[config.mk]
export PLATFORM = sky130hd
export DESIGN_NAME = ctrl_unit_flat
export DESIGN_NICKNAME = d
export VERILOG_FILES = /design/src/rtl/ctrl_pkg.sv /design/src/rtl/ctrl_unit_if.sv /design/src/rtl/ctrl_decode.sv /design/src/rtl/ctrl_unit.sv /design/src/flat_wrapper.sv
export SDC_FILE = /design/constraint.sdc
export NUM_CORES = 1
export LEC_CHECK = 0
export BUFFER_PORTS_ARGS = -buffer_cell sky130_fd_sc_hd__buf_2
export CORE_UTILIZATION = 46
export CTS_BUF_LIST = sky130_fd_sc_hd__clkbuf_8
export CTS_CLUSTER_SIZE = 30
export DETAILED_ROUTE_END_ITERATION = 8
export GPL_ROUTABILITY_DRIVEN = 0
export MAX_ROUTING_LAYER = met4
export PLACE_DENSITY = 0.81
export SLEW_MARGIN = 20
export SYNTH_ARGS = -nofsm -noshare
export SYNTH_HDL_FRONTEND = slang
export SYNTH_SLANG_ARGS = --single-unit
[constraint.sdc]
create_clock -name clk -period 1.6 [get_ports clk]
set_input_delay 0.24 -clock clk [delete_from_list [all_inputs] [get_ports clk]]
set_output_delay 0.24 -clock clk [all_outputs]
set_load 0.01 [all_outputs]
[src/rtl/ctrl_pkg.sv]
// Shared types and encodings for the multicycle control unit.
package ctrl_pkg;

  typedef enum logic [3:0] {
    S_RST, S_FETCH, S_FWAIT, S_DECODE,
    S_EXEC_R, S_WB_R, S_EXEC_I, S_WB_I,
    S_MADDR, S_LRD, S_LWAIT, S_LWB,
    S_SWR, S_BRANCH, S_JUMP, S_ILLEGAL
  } state_t;

  typedef enum logic [2:0] {
    CLS_R, CLS_ADDI, CLS_LW, CLS_SW, CLS_BEQ, CLS_BNE, CLS_J, CLS_ILL
  } instr_class_t;

  localparam logic [5:0] OP_RTYPE = 6'h00;
  localparam logic [5:0] OP_ADDI  = 6'h08;
  localparam logic [5:0] OP_LW    = 6'h23;
  localparam logic [5:0] OP_SW    = 6'h2B;
  localparam logic [5:0] OP_BEQ   = 6'h04;
  localparam logic [5:0] OP_BNE   = 6'h05;
  localparam logic [5:0] OP_J     = 6'h02;

  localparam logic [5:0] FN_ADD = 6'h20;
  localparam logic [5:0] FN_SUB = 6'h22;
  localparam logic [5:0] FN_AND = 6'h24;
  localparam logic [5:0] FN_XOR = 6'h26;

  localparam logic [1:0] SRCB_B       = 2'b00;
  localparam logic [1:0] SRCB_FOUR    = 2'b01;
  localparam logic [1:0] SRCB_IMM     = 2'b10;
  localparam logic [1:0] SRCB_IMM_SH2 = 2'b11;

  localparam logic [2:0] ALU_ADD = 3'b001;
  localparam logic [2:0] ALU_SUB = 3'b010;
  localparam logic [2:0] ALU_AND = 3'b011;
  localparam logic [2:0] ALU_XOR = 3'b110;

  localparam logic [1:0] PCSRC_ALU    = 2'b00;
  localparam logic [1:0] PCSRC_ALUOUT = 2'b01;
  localparam logic [1:0] PCSRC_JUMP   = 2'b10;

endpackage

[src/rtl/ctrl_unit_if.sv]
// Control/datapath boundary: IR fields and zero flag in, strobes and selects out.
interface ctrl_unit_if;
  logic [5:0] opcode;
  logic [5:0] funct;
  logic       zero;
  logic       pc_write;
  logic [1:0] pc_src;
  logic       iord;
  logic       mem_wr;
  logic       ir_wr;
  logic       a_wr;
  logic       b_wr;
  logic       alu_out_wr;
  logic       reg_wr;
  logic       reg_dst;
  logic       mem_to_reg;
  logic       alu_src_a;
  logic [1:0] alu_src_b;
  logic [2:0] alu_op;
  logic       illegal;

  // Datapath side.
  modport master (
    output opcode, funct, zero,
    input  pc_write, pc_src, iord, mem_wr, ir_wr, a_wr, b_wr, alu_out_wr,
           reg_wr, reg_dst, mem_to_reg, alu_src_a, alu_src_b, alu_op, illegal
  );

  // Control side.
  modport slave (
    input  opcode, funct, zero,
    output pc_write, pc_src, iord, mem_wr, ir_wr, a_wr, b_wr, alu_out_wr,
           reg_wr, reg_dst, mem_to_reg, alu_src_a, alu_src_b, alu_op, illegal
  );
endinterface

[src/rtl/ctrl_decode.sv]
// Instruction classifier: opcode/funct to class, R-type ALU op, and legality.
module ctrl_decode
  import ctrl_pkg::*;
(
  input  logic [5:0]   opcode,
  input  logic [5:0]   funct,
  output instr_class_t cls,
  output logic [2:0]   r_alu_op,
  output logic         illegal
);

  // Classify the instruction; unsupported opcodes and R-type functs are illegal.
  always_comb begin
    cls      = CLS_ILL;
    r_alu_op = ALU_ADD;
    illegal  = 1'b0;
    unique case (opcode)
      OP_RTYPE: begin
        cls = CLS_R;
        unique case (funct)
          FN_ADD:  r_alu_op = ALU_ADD;
          FN_SUB:  r_alu_op = ALU_SUB;
          FN_AND:  r_alu_op = ALU_AND;
          FN_XOR:  r_alu_op = ALU_XOR;
          default: begin
            cls     = CLS_ILL;
            illegal = 1'b1;
          end
        endcase
      end
      OP_ADDI: cls = CLS_ADDI;
      OP_LW:   cls = CLS_LW;
      OP_SW:   cls = CLS_SW;
      OP_BEQ:  cls = CLS_BEQ;
      OP_BNE:  cls = CLS_BNE;
      OP_J:    cls = CLS_J;
      default: illegal = 1'b1;
    endcase
  end

endmodule

[src/rtl/ctrl_unit.sv]
// Multicycle MIPS-subset control FSM; all strobes are decoded from state.
module ctrl_unit
  import ctrl_pkg::*;
(
  input  logic        clk,
  input  logic        reset_n,
  ctrl_unit_if.slave  bus
);

  state_t       state, state_nxt;
  instr_class_t cls;
  logic [2:0]   r_alu_op;
  logic         dec_illegal;

  ctrl_decode u_decode (
    .opcode   (bus.opcode),
    .funct    (bus.funct),
    .cls      (cls),
    .r_alu_op (r_alu_op),
    .illegal  (dec_illegal)
  );

  // State register; reset forces RST, which decodes every output to 0.
  always_ff @(posedge clk or negedge reset_n) begin
    if (!reset_n) state <= S_RST;
    else          state <= state_nxt;
  end

  // Next-state sequencing.
  always_comb begin
    state_nxt = state;
    unique case (state)
      S_RST:    state_nxt = S_FETCH;
      S_FETCH:  state_nxt = S_FWAIT;
      S_FWAIT:  state_nxt = S_DECODE;
      S_DECODE: begin
        if (dec_illegal) state_nxt = S_ILLEGAL;
        else begin
          unique case (cls)
            CLS_R:           state_nxt = S_EXEC_R;
            CLS_ADDI:        state_nxt = S_EXEC_I;
            CLS_LW, CLS_SW:  state_nxt = S_MADDR;
            CLS_BEQ, CLS_BNE: state_nxt = S_BRANCH;
            CLS_J:           state_nxt = S_JUMP;
            default:         state_nxt = S_ILLEGAL;
          endcase
        end
      end
      S_EXEC_R:  state_nxt = S_WB_R;
      S_WB_R:    state_nxt = S_FETCH;
      S_EXEC_I:  state_nxt = S_WB_I;
      S_WB_I:    state_nxt = S_FETCH;
      S_MADDR:   state_nxt = (cls == CLS_LW) ? S_LRD : S_SWR;
      S_LRD:     state_nxt = S_LWAIT;
      S_LWAIT:   state_nxt = S_LWB;
      S_LWB:     state_nxt = S_FETCH;
      S_SWR:     state_nxt = S_FETCH;
      S_BRANCH:  state_nxt = S_FETCH;
      S_JUMP:    state_nxt = S_FETCH;
      S_ILLEGAL: state_nxt = S_ILLEGAL;
      default:   state_nxt = S_RST;
    endcase
  end

  // Moore output decode; only BRANCH's pc_write also looks at zero.
  always_comb begin
    bus.pc_write   = 1'b0;
    bus.pc_src     = PCSRC_ALU;
    bus.iord       = 1'b0;
    bus.mem_wr     = 1'b0;
    bus.ir_wr      = 1'b0;
    bus.a_wr       = 1'b0;
    bus.b_wr       = 1'b0;
    bus.alu_out_wr = 1'b0;
    bus.reg_wr     = 1'b0;
    bus.reg_dst    = 1'b0;
    bus.mem_to_reg = 1'b0;
    bus.alu_src_a  = 1'b0;
    bus.alu_src_b  = SRCB_B;
    bus.alu_op     = '0;
    bus.illegal    = 1'b0;
    unique case (state)
      S_FETCH: begin
        bus.alu_src_b = SRCB_FOUR;
        bus.alu_op    = ALU_ADD;
        bus.pc_src    = PCSRC_ALU;
        bus.pc_write  = 1'b1;
      end
      S_FWAIT: bus.ir_wr = 1'b1;
      S_DECODE: begin
        bus.a_wr       = 1'b1;
        bus.b_wr       = 1'b1;
        bus.alu_src_b  = SRCB_IMM_SH2;
        bus.alu_op     = ALU_ADD;
        bus.alu_out_wr = 1'b1;
      end
      S_EXEC_R: begin
        bus.alu_src_a  = 1'b1;
        bus.alu_src_b  = SRCB_B;
        bus.alu_op     = r_alu_op;
        bus.alu_out_wr = 1'b1;
      end
      S_WB_R: begin
        bus.reg_wr  = 1'b1;
        bus.reg_dst = 1'b1;
      end
      S_EXEC_I, S_MADDR: begin
        bus.alu_src_a  = 1'b1;
        bus.alu_src_b  = SRCB_IMM;
        bus.alu_op     = ALU_ADD;
        bus.alu_out_wr = 1'b1;
      end
      S_WB_I: bus.reg_wr = 1'b1;
      S_LRD:  bus.iord = 1'b1;
      S_LWB: begin
        bus.reg_wr     = 1'b1;
        bus.mem_to_reg = 1'b1;
      end
      S_SWR: begin
        bus.iord   = 1'b1;
        bus.mem_wr = 1'b1;
      end
      S_BRANCH: begin
        bus.alu_src_a = 1'b1;
        bus.alu_src_b = SRCB_B;
        bus.alu_op    = ALU_SUB;
        bus.pc_src    = PCSRC_ALUOUT;
        bus.pc_write  = (cls == CLS_BNE) ? !bus.zero : bus.zero;
      end
      S_JUMP: begin
        bus.pc_src   = PCSRC_JUMP;
        bus.pc_write = 1'b1;
      end
      S_ILLEGAL: bus.illegal = 1'b1;
      default: ;
    endcase
  end

endmodule
[src/flat_wrapper.sv]
// flat-port wrapper written by rule: the top's interface ports become plain ports
module ctrl_unit_flat import ctrl_pkg::*;
  (clk, reset_n, bus_opcode, bus_funct, bus_zero, bus_pc_write, bus_pc_src, bus_iord, bus_mem_wr, bus_ir_wr, bus_a_wr, bus_b_wr, bus_alu_out_wr, bus_reg_wr, bus_reg_dst, bus_mem_to_reg, bus_alu_src_a, bus_alu_src_b, bus_alu_op, bus_illegal);
  ctrl_unit_if bus_i ();
  input  logic clk;
  input  logic reset_n;
  input wire logic [$bits(bus_i.opcode)-1:0] bus_opcode;
  input wire logic [$bits(bus_i.funct)-1:0] bus_funct;
  input wire logic [$bits(bus_i.zero)-1:0] bus_zero;
  output wire logic [$bits(bus_i.pc_write)-1:0] bus_pc_write;
  output wire logic [$bits(bus_i.pc_src)-1:0] bus_pc_src;
  output wire logic [$bits(bus_i.iord)-1:0] bus_iord;
  output wire logic [$bits(bus_i.mem_wr)-1:0] bus_mem_wr;
  output wire logic [$bits(bus_i.ir_wr)-1:0] bus_ir_wr;
  output wire logic [$bits(bus_i.a_wr)-1:0] bus_a_wr;
  output wire logic [$bits(bus_i.b_wr)-1:0] bus_b_wr;
  output wire logic [$bits(bus_i.alu_out_wr)-1:0] bus_alu_out_wr;
  output wire logic [$bits(bus_i.reg_wr)-1:0] bus_reg_wr;
  output wire logic [$bits(bus_i.reg_dst)-1:0] bus_reg_dst;
  output wire logic [$bits(bus_i.mem_to_reg)-1:0] bus_mem_to_reg;
  output wire logic [$bits(bus_i.alu_src_a)-1:0] bus_alu_src_a;
  output wire logic [$bits(bus_i.alu_src_b)-1:0] bus_alu_src_b;
  output wire logic [$bits(bus_i.alu_op)-1:0] bus_alu_op;
  output wire logic [$bits(bus_i.illegal)-1:0] bus_illegal;
  assign bus_i.opcode = bus_opcode;
  assign bus_i.funct = bus_funct;
  assign bus_i.zero = bus_zero;
  assign bus_pc_write = bus_i.pc_write;
  assign bus_pc_src = bus_i.pc_src;
  assign bus_iord = bus_i.iord;
  assign bus_mem_wr = bus_i.mem_wr;
  assign bus_ir_wr = bus_i.ir_wr;
  assign bus_a_wr = bus_i.a_wr;
  assign bus_b_wr = bus_i.b_wr;
  assign bus_alu_out_wr = bus_i.alu_out_wr;
  assign bus_reg_wr = bus_i.reg_wr;
  assign bus_reg_dst = bus_i.reg_dst;
  assign bus_mem_to_reg = bus_i.mem_to_reg;
  assign bus_alu_src_a = bus_i.alu_src_a;
  assign bus_alu_src_b = bus_i.alu_src_b;
  assign bus_alu_op = bus_i.alu_op;
  assign bus_illegal = bus_i.illegal;
  ctrl_unit u_core (.clk(clk), .reset_n(reset_n), .bus(bus_i));
endmodule
# Word-level counts from Yosys, hierarchy flattened
# Cells that the tools add are included.
[totals]
inputBits = 15
regBits = 4
[op_classes]
n_eq_ne = 31
n_reduce_logical = 16
n_mux = 25
[op_table]
columns = ["op", "n"]
rows = [
  ["case mux 4 bit (10 select lines)", 1],
  ["== test 6 bit (second input constant)", 6],
  ["== test 4 bit (second input constant)", 8],
  ["case mux 3 bit (7 select lines)", 1],
  ["case mux 4 bit (5 select lines)", 1],
  ["case mux 3 bit (3 select lines)", 2],
  ["== test 4 x 3 -> 1 bit (second input constant)", 4],
  ["OR reduction 4 bit", 4],
  ["== test 6 x 3 -> 1 bit (second input constant)", 2],
  ["two-way mux 1 bit", 12],
  ["OR reduction 2 bit", 5],
  ["== test 3 bit (second input constant)", 3],
  ["two-way mux 3 bit", 3],
  ["== test 4 x 2 -> 1 bit (second input constant)", 2],
  ["OR reduction 7 bit", 1],
  ["== test 3 x 2 -> 1 bit (second input constant)", 2],
  ["== test 6 x 2 -> 1 bit (second input constant)", 1],
  ["== test 6 x 4 -> 1 bit (second input constant)", 1],
  ["zero test 6 bit", 1],
  ["case mux 2 bit (3 select lines)", 1],
  ["OR reduction 6 bit", 1],
  ["== test 4 x 1 -> 1 bit (second input constant)", 1],
  ["zero test 4 bit", 1],
  ["two-way mux 4 bit", 1],
  ["6 further kinds", 7],
]

# Longest topological paths before layout
# Gate-level depths: netlist of run 1.
[logic_depth]
word_depth = 9
ltp_mapped = 6

# Modules after synthesis
# A second synthesis of run 1 with hierarchy kept.
[hier_totals]
hier_cells = 99
area_unflattened_um2 = 753.2
[modules_own_cells]
columns = ["module", "seq_area_each_um2", "cells_per_inst", "instances", "area_per_inst_um2"]
rows = [
  ["ctrl_unit", 100.1, 69, 1, 530.5],
  ["ctrl_decode", 0.0, 30, 1, 222.7],
]

# Worst setup path before layout of run 1
# Ideal clock, no wire load.
[synth_path]
path_type = "input-to-output"
start = "input bus_opcode[0]"
end = "output bus_alu_op[2]"
t_arrival_ns = 1.338
n_path_buf = 1
stages = 5
required_time_ns = 1.360
setup_slack_ns = 0.022
path_cell_list = "buf_6 nor3_2 nand3_2 or4_4 nor2_1"
[synth_via]
elab_chain_len = 3
[synth_rtl]
columns = ["element", "line", "source"]
rows = [
  ["start, declared", "flat_wrapper.sv:7", "input wire logic [$bits(bus_i.opcode)-1:0] bus_opcode;"],
  ["zero test 6 bit", "ctrl_decode.sv:17", "unique case (opcode)"],
  ["two-way mux 3 bit", "ctrl_decode.sv:17", ""],
  ["case mux 3 bit (3 select lines)", "ctrl_unit.sv:82", "unique case (state)"],
  ["end, declared", "flat_wrapper.sv:23", "output wire logic [$bits(bus_i.alu_op)-1:0] bus_alu_op;"],
]
# Every way passes these cells.

# Worst setup path after layout of run 1
[layout_path]
start = "input bus_funct[4]"
end = "output bus_alu_op[1]"
[layout_via]
elab_chain_len = 4
[layout_rtl]
columns = ["element", "line", "source"]
rows = [
  ["start, declared", "flat_wrapper.sv:8", "input wire logic [$bits(bus_i.funct)-1:0] bus_funct;"],
  ["== test 6 bit", "ctrl_decode.sv:20", "unique case (funct)"],
  ["case mux 3 bit (3 select lines) (*)", "ctrl_decode.sv:20", ""],
  ["two-way mux 3 bit (*)", "ctrl_decode.sv:17", ""],
  ["case mux 3 bit (3 select lines) (*)", "ctrl_unit.sv:82", ""],
]
# Mark *: on every way between the ends. The rest lies on a longest branch, timed or not.

==> summary.txt, run 1 <==
===========================================================================
Run status ................................................... finished, violations left
Violations in the final reports .............................. negative setup slack
Max Fanout on Critical Path ..................................            2
Fillcell total ...............................................           64
Drt via density ..............................................         6.17
Area share of the largest cell type after synthesis ..........        14.8%
Final routed wire length divided by cell count ...............      17.4 um
Tightest Pin Transition ......................................     0.398 ns
Required time reported for the critical path endpoint ........      1.36 ns
CP bufs+invs .................................................            2
Biggest cell delay along the critical path ...................      0.51 ns
CTS Sinks ....................................................            4
Unrepaired setup endpoints after global routing ..............          yes
Most frequent cells in the layout ............................ 31 x sky130_fd_sc_hd__buf_2, 16 x sky130_fd_sc_hd__buf_4, 10 x sky130_fd_sc_hd__nor2_1
Starting Density .............................................        50.7%
Floorplan row count ..........................................           13
Relative max-transition margin ...............................        73.4%
Largest registers ............................................ u_core.state: 4 flops
CTS Buf Count ................................................            3
Final-report max-slew violation count ........................            0
Yosys warnings ...............................................            0
Clock Path Buffers ...........................................            2
Area taken by flip-flops and latches .........................      103 um2
Standby leakage power ........................................     0.557 nW
Count of endpoints failing setup in the final report .........            3
Final antenna diode count ....................................            0
CTS HTree Levels .............................................            1
Sequential fraction of the synthesis area ....................        14.8%
Kind of cell adding the most delay to the critical path ...... simple AND/OR/NAND/NOR gates
Critical Path Sink Type ......................................  output port
TritonCTS clock tree .........................................        built
Post-route DRC violation count ...............................            0
Via count of the first global-routing pass ...................          700
Count of buffers from port buffering .........................           33
Number of flip-flops and latches in the synthesized netlist ..            4
Number of hold violations in the final report ................            0
Layout overhead on the synthesized area ......................        72.4%
Power per cell area ..........................................  1730 nW/um2
Number of flops mapped to enable cells by yosys ..............            0
Maximum number of pins on one net before global-route repair .           12
Setup ws final ...............................................    -0.238 ns
Async set-or-reset flop fraction in the synthesized netlist ..         100%
Worst-case hold slack ........................................     0.367 ns
DRT iter0 DRCs ...............................................           48
Max-cap check violation count ................................            0
Clock transition at path regs ................................      0.04 ns
Top cell type by total area after synthesis .................. sky130_fd_sc_hd__dfrtp_1
Worst hold-check path type ................................... input pin to async pin
Combined area of the multi-input logic cells .................      627 um2
Global-route wire length before repair .......................      3.02 mm
Timing-limited maximum frequency .............................      544 MHz
Aggregate routed wire length .................................      2.72 mm
Gr usage total ...............................................        29.5%
Most instantiated flip-flop cell in the synthesis netlist .... sky130_fd_sc_hd__dfrtp_1
Post-Layout Cell Count .......................................          156
Skew-Pair Late Insertion Delay ...............................      0.23 ns
Post-Synthesis Mean Instance Area ............................     7.42 um2
First-pass iteration count of the detailed router ............            4
Cells after synthesis ........................................           91
Total vias in the final route ................................          963
Antenna violations before repair .............................            0
DIE AREA .....................................................     1630 um2
Time the final worst path needs with I/O delays and setup ....      1.84 ns
Most area-consuming cells after synthesis .................... sky130_fd_sc_hd__dfrtp_1 15%, sky130_fd_sc_hd__nor2_1 8.9%, sky130_fd_sc_hd__nand2b_1 4.6%
Inst Count DP ................................................          147
Mapped Nets ..................................................          106
Cell chosen for the clock root ............................... sky130_fd_sc_hd__clkbuf_8
Height of the chip ...........................................      40.3 um
CP arrival ...................................................      1.60 ns
Remaining antenna violation count ............................            0
Final critical-path share of the clock period ................         115%
Startpoint class of the critical path ........................    input pin
Slowest-stage cell, CP ....................................... sky130_fd_sc_hd__or4_4
Final core utilization .......................................        87.3%
Top register by number of flip-flops ......................... u_core.state
Most common cell after layout, fill and taps aside ........... sky130_fd_sc_hd__buf_2
Worst setup skew after layout ................................   0.00904 ns
Worst supply voltage drop on vdd .............................      1.10 mV
Boundary Pins ................................................           34
Sum of overflow across all layers after global routing .......            0
Number of flip-flops in the largest register .................            4
Post-DP HPWL .................................................      1.60 mm
Cell chain of the critical path .............................. buf_6 > nor4b_4 > nand3_2 > or4_4 > o22ai_2 > buf_2
Proportion of layout cells with a drive suffix above 1 .......        61.7%
Yosys cell types .............................................           42
Overall die width ............................................      40.3 um
Critical path class .......................................... input pin to output port
Cell area after synthesis ....................................      676 um2
Post-layout net count ........................................          158
Placeable Area ...............................................     1330 um2
===========================================================================
## cell type report
cell class                      count  area share (%)
Timing Repair Buffer               55            31.6
Inverter                            2           0.644
Sequential cell                     4            8.81
Multi-Input combinational cell     77            53.8
Clock buffer                        3            3.54
Tap cell                           15            1.61
## kinds of logic (layout without fill, tap and decap cells)
| kind of cell | after synthesis | count (layout) | synth area share (%) |
|---|---|---|---|
| buf+inv | 10 | 60 | 8.52 |
| compound gates | 23 | 23 | 25.4 |
| xor+xnor | 2 | 2 | 2.59 |
| flops | 4 | 4 | 14.8 |
| simple gates | 52 | 52 | 48.7 |
## worst reg2reg max path, cell delays in order (launching register included)
cell and delay (ns):
sky130_fd_sc_hd__dfrtp_2 0.44, sky130_fd_sc_hd__buf_8 0.17, sky130_fd_sc_hd__nand3_2 0.12, sky130_fd_sc_hd__inv_1 0.09
sky130_fd_sc_hd__a311oi_1 0.31, sky130_fd_sc_hd__o21ai_2 0.09
## metal layers
layer | share of wire (%) | GRT usage, % | vias up
met5 | 0 | - | -
met4 | 3.5 | 14.2 | 0
met3 | 5.1 | 3.33 | 14
met2 | 55 | 52.8 | 55
met1 | 37 | 31.8 | 456
li1 | - | - | 438
## Yosys cell counts (2+ instances only)
master                     number
sky130_fd_sc_hd__nor2_1        16
sky130_fd_sc_hd__a21oi_1        5
sky130_fd_sc_hd__nand2_1        5
sky130_fd_sc_hd__nand2b_1       5
sky130_fd_sc_hd__clkbuf_1       4
sky130_fd_sc_hd__dfrtp_1        4
sky130_fd_sc_hd__nand3_1        3
sky130_fd_sc_hd__nand3b_1       3
sky130_fd_sc_hd__nor3b_1        3
sky130_fd_sc_hd__o21ai_0        3
sky130_fd_sc_hd__and4b_1        2
sky130_fd_sc_hd__buf_6          2
sky130_fd_sc_hd__inv_1          2
sky130_fd_sc_hd__nand4b_1       2
sky130_fd_sc_hd__nor2b_1        2
sky130_fd_sc_hd__nor3_1         2
sky130_fd_sc_hd__o22ai_1        2
sky130_fd_sc_hd__xnor2_1        2
## stage by stage
| stage | setup slack, ns | total power (W) | cell area (um2) | setup TNS, ns |
|---|---|---|---|---|
| finish | -0.238 | 0.00202 | 1160 | -0.397 |
| global route | -0.323 | 0.00214 | 1160 | -0.862 |
| CTS | -0.160 | 0.00169 | 1040 | -0.276 |
| detailed placement | -0.192 | 0.00132 | 930 | -0.352 |
| floorplan | 0.0223 | 0.000929 | 676 | 0 |
| global placement | -0.118 | 0.00129 | 930 | -0.218 |
## path summary, 6_finish.rpt
check | start | slack, ns | endpoint | depth (start not counted)
max | bus_funct[4] | -0.24 | bus_alu_op[1] | 6
min | reset_n | 0.37 | u_core.state[1]$_DFF_PN0_ | 2
max reg2reg | u_core.state[0]$_DFF_PN0_ | 0.25 | u_core.state[3]$_DFF_PN0_ | 5
min reg2reg | u_core.state[0]$_DFF_PN0_ | 0.72 | u_core.state[2]$_DFF_PN0_ | 2
max in group asynchronous | reset_n | 1.09 | u_core.state[2]$_DFF_PN0_ | 2
min in group clk | bus_opcode[4] | 0.57 | u_core.state[1]$_DFF_PN0_ | 4
## power breakdown
part	switching, W	internal, W
registers	0.0000597	0.000156
clock network	0.0000608	0.000161
logic	0.000848	0.000732
total	0.000968	0.00105
## what timing repair did
item | in CTS | in global routing
endpoints found under the hold margin | 4 | 0
hold buffers | 1 | 0
resized for setup | 12 | 23
pin swaps | 2 | 4
setup buffers | 1 | 4
endpoints found under the setup margin | 8 | 12
Note: power is estimated with default switching activity, not from simulation.
==> run 2, diff against run 1 <==
- REMOVE_ABC_BUFFERS: default -> 1
==> summary.txt, run 2 (synthesized netlist as in run 1, its figures left out) <==
===========================================================================
Run status ................................................... finished, violations left
Violations in the final reports .............................. negative setup slack
CP arrival ...................................................      1.48 ns
Relative max-transition margin ...............................        76.4%
Cell chosen for the clock root ............................... sky130_fd_sc_hd__clkbuf_8
Unrepaired setup endpoints after global routing ..............          yes
Critical Path Sink Type ......................................  output port
Summed negative setup slack over all endpoints ...............    -0.493 ns
Worst hold-check path type ................................... input pin to async pin
FF-to-FF Start ............................................... u_core.state[2]$_DFF_PN0_
Biggest cell delay along the critical path ...................      0.49 ns
Final routed wire length divided by cell count ...............      13.9 um
Critical path class .......................................... flip-flop to output port
Worst supply voltage drop on vdd .............................     0.696 mV
TritonCTS clock tree .........................................        built
Post-layout net count ........................................          151
Timing-limited maximum frequency .............................      580 MHz
Remaining antenna violation count ............................            0
Slowest-stage cell, CP ....................................... sky130_fd_sc_hd__or4_4
Post-Layout Cell Count .......................................          149
Clock Path Buffers ...........................................            2
Max Fanout on Critical Path ..................................            3
Largest registers ............................................ u_core.state: 4 flops
Starting Density .............................................        50.7%
Setup ws final ...............................................    -0.123 ns
Final antenna diode count ....................................            0
Critical Path Start .......................................... u_core.state[3]$_DFF_PN0_
Overall die width ............................................      40.3 um
Standby leakage power ........................................     0.495 nW
Required time reported for the critical path endpoint ........      1.36 ns
Most common cell after layout, fill and taps aside ........... sky130_fd_sc_hd__buf_2
Sum of overflow across all layers after global routing .......            0
Aggregate routed wire length .................................      2.08 mm
Setup slack after placement ..................................    -0.157 ns
Time the final worst path needs with I/O delays and setup ....      1.72 ns
Kind of cell adding the most delay to the critical path ...... simple AND/OR/NAND/NOR gates
Most frequent cells in the layout ............................ 33 x sky130_fd_sc_hd__buf_2, 13 x sky130_fd_sc_hd__buf_4, 12 x sky130_fd_sc_hd__nor2_1
Maximum number of pins on one net before global-route repair .           15
Proportion of layout cells with a drive suffix above 1 .......        54.5%
Clock transition at path regs ................................      0.04 ns
Worst setup skew after layout ................................   0.00738 ns
Count of endpoints failing setup in the final report .........            6
DIE AREA .....................................................     1630 um2
Boundary Pins ................................................           34
Layout overhead on the synthesized area ......................        53.9%
Fillcell total ...............................................          103
Startpoint class of the critical path ........................    flip-flop
Floorplan row count ..........................................           13
DRT iter0 DRCs ...............................................           34
Inst Count DP ................................................          143
Number of flip-flops in the largest register .................            4
Total vias in the final route ................................          897
Cell chain of the critical path .............................. nand2b_4 > or4_4 > o22ai_2 > buf_2
Worst-case hold slack ........................................     0.366 ns
Final-report max-slew violation count ........................            0
Antenna violations before repair .............................            0
Number of hold violations in the final report ................            0
Skew-Pair Late Insertion Delay ...............................      0.22 ns
Count of buffers from port buffering .........................           33
CP bufs+invs .................................................            1
Gr usage total ...............................................        30.5%
Top register by number of flip-flops ......................... u_core.state
Tightest Pin Transition ......................................     0.353 ns
Placeable Area ...............................................     1330 um2
Global-route wire length before repair .......................      3.16 mm
First-pass iteration count of the detailed router ............            4
Via count of the first global-routing pass ...................          752
Final critical-path share of the clock period ................         108%
Register-to-register setup slack .............................      0.21 ns
Height of the chip ...........................................      40.3 um
Max-cap check violation count ................................            0
CTS HTree Levels .............................................            1
CTS Buf Count ................................................            3
CTS Sinks ....................................................            4
Power per cell area ..........................................  1710 nW/um2
Post-route DRC violation count ...............................            0
Post-DP HPWL .................................................      1.43 mm
Drt via density ..............................................         6.02
===========================================================================
## run 2: repair_timing
item / 4_1_cts / 5_1_grt
setup buffers: 2 / 0
hold buffers: 1 / 0
hold endpoints to repair: 4 / 0
gates resized for setup: 10 / 9
gates cloned: 0 / 0
setup endpoints to repair: 10 / 13
pin swaps: 6 / 0
## run 2: final timing paths
kind | end | depth (start not counted)
max in group asynchronous | u_core.state[0]$_DFF_PN0_ | 2
worst max-delay path | bus_alu_op[1] | 4
worst min register to register | u_core.state[2]$_DFF_PN0_ | 2
worst min-delay path | u_core.state[1]$_DFF_PN0_ | 2
worst max register to register | u_core.state[1]$_DFF_PN0_ | 5
min in group clk | u_core.state[3]$_DFF_PN0_ | 5
## run 2: final cells by class
type                       instances  area, um2  area share, %
clock buffer                       3       41.3           3.97
inverter                           2       7.51          0.722
multi-input combinational         77        586           56.3
sequential                         4        103           9.87
tap                               15       18.8           1.81
timing repair buffer              48        284           27.3
## run 2: power breakdown
| group | switching [W] | internal (W) | total (W) |
|---|---|---|---|
| registers | 0.0000795 | 0.000156 | 0.000235 |
| clock network | 0.0000564 | 0.000161 | 0.000217 |
| logic | 0.000734 | 0.000593 | 0.00133 |
## run 2: metrics by stage
stage	instance area [um2]	total power (W)	utilization [%]
floorplan	626	0.000865	-
global placement	900	0.00126	67.4
detailed placement	900	0.00128	67.4
CTS	1010	0.00165	75.5
global route	1040	0.00193	78.0
finish	1040	0.00178	78.0
## run 2: per-layer routing
metal	track usage, %	routed length, um	share of wire [%]
met3	7.78	133	6.4
met4	17.5	88	4.2
met1	30.5	824	40
met5	-	0	0
met2	52.8	1030	50
==> run 3, diff against run 2 <==
- CORE_UTILIZATION: 46 -> 44
- CTS_BUF_LIST: sky130_fd_sc_hd__clkbuf_8 -> sky130_fd_sc_hd__clkbuf_16
- PLACE_DENSITY: 0.81 -> 0.78
==> summary.txt, run 3 (synthesized netlist as in run 1, its figures left out) <==
===============================================================================
Clock transition at path regs ....................................      0.03 ns
Clock Path Buffers ...............................................            2
Timing-limited maximum frequency .................................      587 MHz
Post-layout net count ............................................          154
Part of the power in combinational logic .........................        70.3%
Number of flip-flops in the largest register .....................            4
Setup ws final ...................................................    -0.105 ns
Worst setup skew after layout ....................................   0.00201 ns
Tightest Pin Transition ..........................................     0.333 ns
Worst supply voltage drop on vdd .................................      1.07 mV
CTS Sinks ........................................................            4
Net switching share of the total power ...........................        44.6%
DRT iter0 DRCs ...................................................           19
Relative max-transition margin ...................................        77.5%
CTS HTree Levels .................................................            1
Violations in the final reports .................................. negative setup slack
Setup slack after placement ......................................    -0.157 ns
Slowest-stage cell, CP ........................................... sky130_fd_sc_hd__or4_4
TritonCTS clock tree .............................................        built
First-pass iteration count of the detailed router ................            5
Floorplan row count ..............................................           13
Boundary Pins ....................................................           34
Power per cell area ..............................................  1840 nW/um2
Biggest cell delay along the critical path .......................      0.48 ns
Number of hold violations in the final report ....................            0
Final routed wire length divided by cell count ...................      14.4 um
Count of buffers from port buffering .............................           33
Post-DP HPWL .....................................................      1.45 mm
CTS Buf Count ....................................................            3
Standby leakage power ............................................     0.544 nW
Max-cap check violation count ....................................            0
Final-report max-slew violation count ............................            0
Drt via density ..................................................         6.07
Cell chain of the critical path .................................. nand2b_4 > or4_4 > o22ai_2 > buf_2
Unrepaired setup endpoints after global routing ..................          yes
Clk network pwr share ............................................        19.1%
Starting Density .................................................        49.5%
Height of the chip ...............................................      41.2 um
Max Fanout on Critical Path ......................................            2
Critical Path Start .............................................. u_core.state[3]$_DFF_PN0_
Aggregate routed wire length .....................................      2.19 mm
Proportion of layout cells with a drive suffix above 1 ...........        56.2%
P_int ............................................................    0.00114 W
Worst hold-check path type ....................................... input pin to async pin
Share of total power in sequential cells .........................        10.6%
Antenna violations before repair .................................            0
Capture point of the worst path .................................. bus_alu_op[1]
Total vias in the final route ....................................          923
Final antenna diode count ........................................            0
Critical Path Sink Type ..........................................  output port
Most frequent cells in the layout ................................ 33 x sky130_fd_sc_hd__buf_2, 15 x sky130_fd_sc_hd__buf_4, 14 x sky130_fd_sc_hd__nor2_1
FF-to-FF Start ................................................... u_core.state[2]$_DFF_PN0_
Maximum number of pins on one net before global-route repair .....           13
Number of cells traversed by the worst register-to-register path .            5
Placeable Area ...................................................     1370 um2
Sum of overflow across all layers after global routing ...........            0
Global-route wire length before repair ...........................      2.86 mm
Cell chosen for the clock root ................................... sky130_fd_sc_hd__clkbuf_16
Count of endpoints failing setup in the final report .............            7
Run status ....................................................... finished, violations left
DIE AREA .........................................................     1700 um2
Register-to-register setup slack .................................      0.19 ns
Post-route DRC violation count ...................................            0
Time the final worst path needs with I/O delays and setup ........      1.70 ns
Largest registers ................................................ u_core.state: 4 flops
Overall die width ................................................      41.2 um
Via count of the first global-routing pass .......................          728
Layout overhead on the synthesized area ..........................        65.0%
Total power ......................................................    0.00205 W
Worst R2R End .................................................... u_core.state[1]$_DFF_PN0_
Critical path class .............................................. flip-flop to output port
Gr usage total ...................................................        26.0%
Most common cell after layout, fill and taps aside ............... sky130_fd_sc_hd__buf_2
Skew-Pair Late Insertion Delay ...................................      0.22 ns
Startpoint class of the critical path ............................    flip-flop
Summed negative setup slack over all endpoints ...................    -0.469 ns
CP arrival .......................................................      1.46 ns
Remaining antenna violation count ................................            0
Final critical-path share of the clock period ....................         107%
Top register by number of flip-flops ............................. u_core.state
Switching Power ..................................................   0.000913 W
Required time reported for the critical path endpoint ............      1.36 ns
===============================================================================
==> run 3: cell types whose count changed in the layout (fill, tap and decap cells not counted), sizes merged <==
cell	previous run	this run
buf	47	50
==> run 3: power groups by stage <==
stage	Sequential [W]	Clock (W)	Combinational, W
CTS	0.000205	0.000392	0.00121
detailed placement	0.000198	0	0.00112
global placement	0.000197	0	0.00110
finish	0.000218	0.000391	0.00144
global route	0.000222	0.000410	0.00155
floorplan	0.000263	0	0.000603
==> run 3: how the worst min path moves through the flow <==
stage	depth (start not counted)	slack [ns]	end
after floorplan	0	-0.06	u_core.state[0]$_DFF_PN0_
after global routing	2	0.41	u_core.state[1]$_DFF_PN0_
after CTS	2	0.37	u_core.state[0]$_DFF_PN0_
after detailed placement	1	0.04	u_core.state[1]$_DFF_PN0_
after global placement	1	0.04	u_core.state[2]$_DFF_PN0_
final	2	0.40	u_core.state[0]$_DFF_PN0_
==> run 3: critical path, delay by kind of cell (launching register included) <==
| family | cells | cell delay, ns |
|---|---|---|
| AND/OR/NAND/NOR | 2 | 0.63 |
| flip-flops | 1 | 0.37 |
| buffers and inverters | 1 | 0.14 |
| AO/OA/AOI/OAI | 1 | 0.09 |
==> run 3: layer usage <==
| layer | GRT usage (%) | part of all wire [%] | vias up |
|---|---|---|---|
| met1 | 27.1 | 43 | 426 |
| li1 | - | - | 432 |
| met3 | 9.24 | 7.2 | 10 |
| met2 | 44.9 | 47 | 55 |
| met5 | - | 0 | - |
| met4 | 8.87 | 2.9 | 0 |
==> run 3: cell type report <==
cell class,count,area [um2]
Sequential cell,4,101
Tap cell,15,18.8
Multi-Input combinational cell,77,602
Fill cell,89,251
Clock buffer,3,75.1
Timing Repair Buffer,51,310
Inverter,2,7.51
==> run 3: repair_timing <==
item                       in CTS  in global routing
setup endpoints to repair       9                 12
hold buffers                    1                  0
resized for setup               7                 13
pin swaps                       5                  1
hold endpoints to repair        4                  0
setup buffers                   2                  1
==> run 3: stage by stage <==
step | std cells | hold WS [ns] | util [%] | area [um2]
after floorplan | 83 | -0.0556 | - | 626
after global placement | 145 | 0.0425 | 66.9 | 915
after detailed placement | 145 | 0.0435 | 66.9 | 915
after CTS | 151 | 0.368 | 76.4 | 1040
after global routing | 152 | 0.408 | 81.6 | 1110
final | 152 | 0.396 | 81.6 | 1110
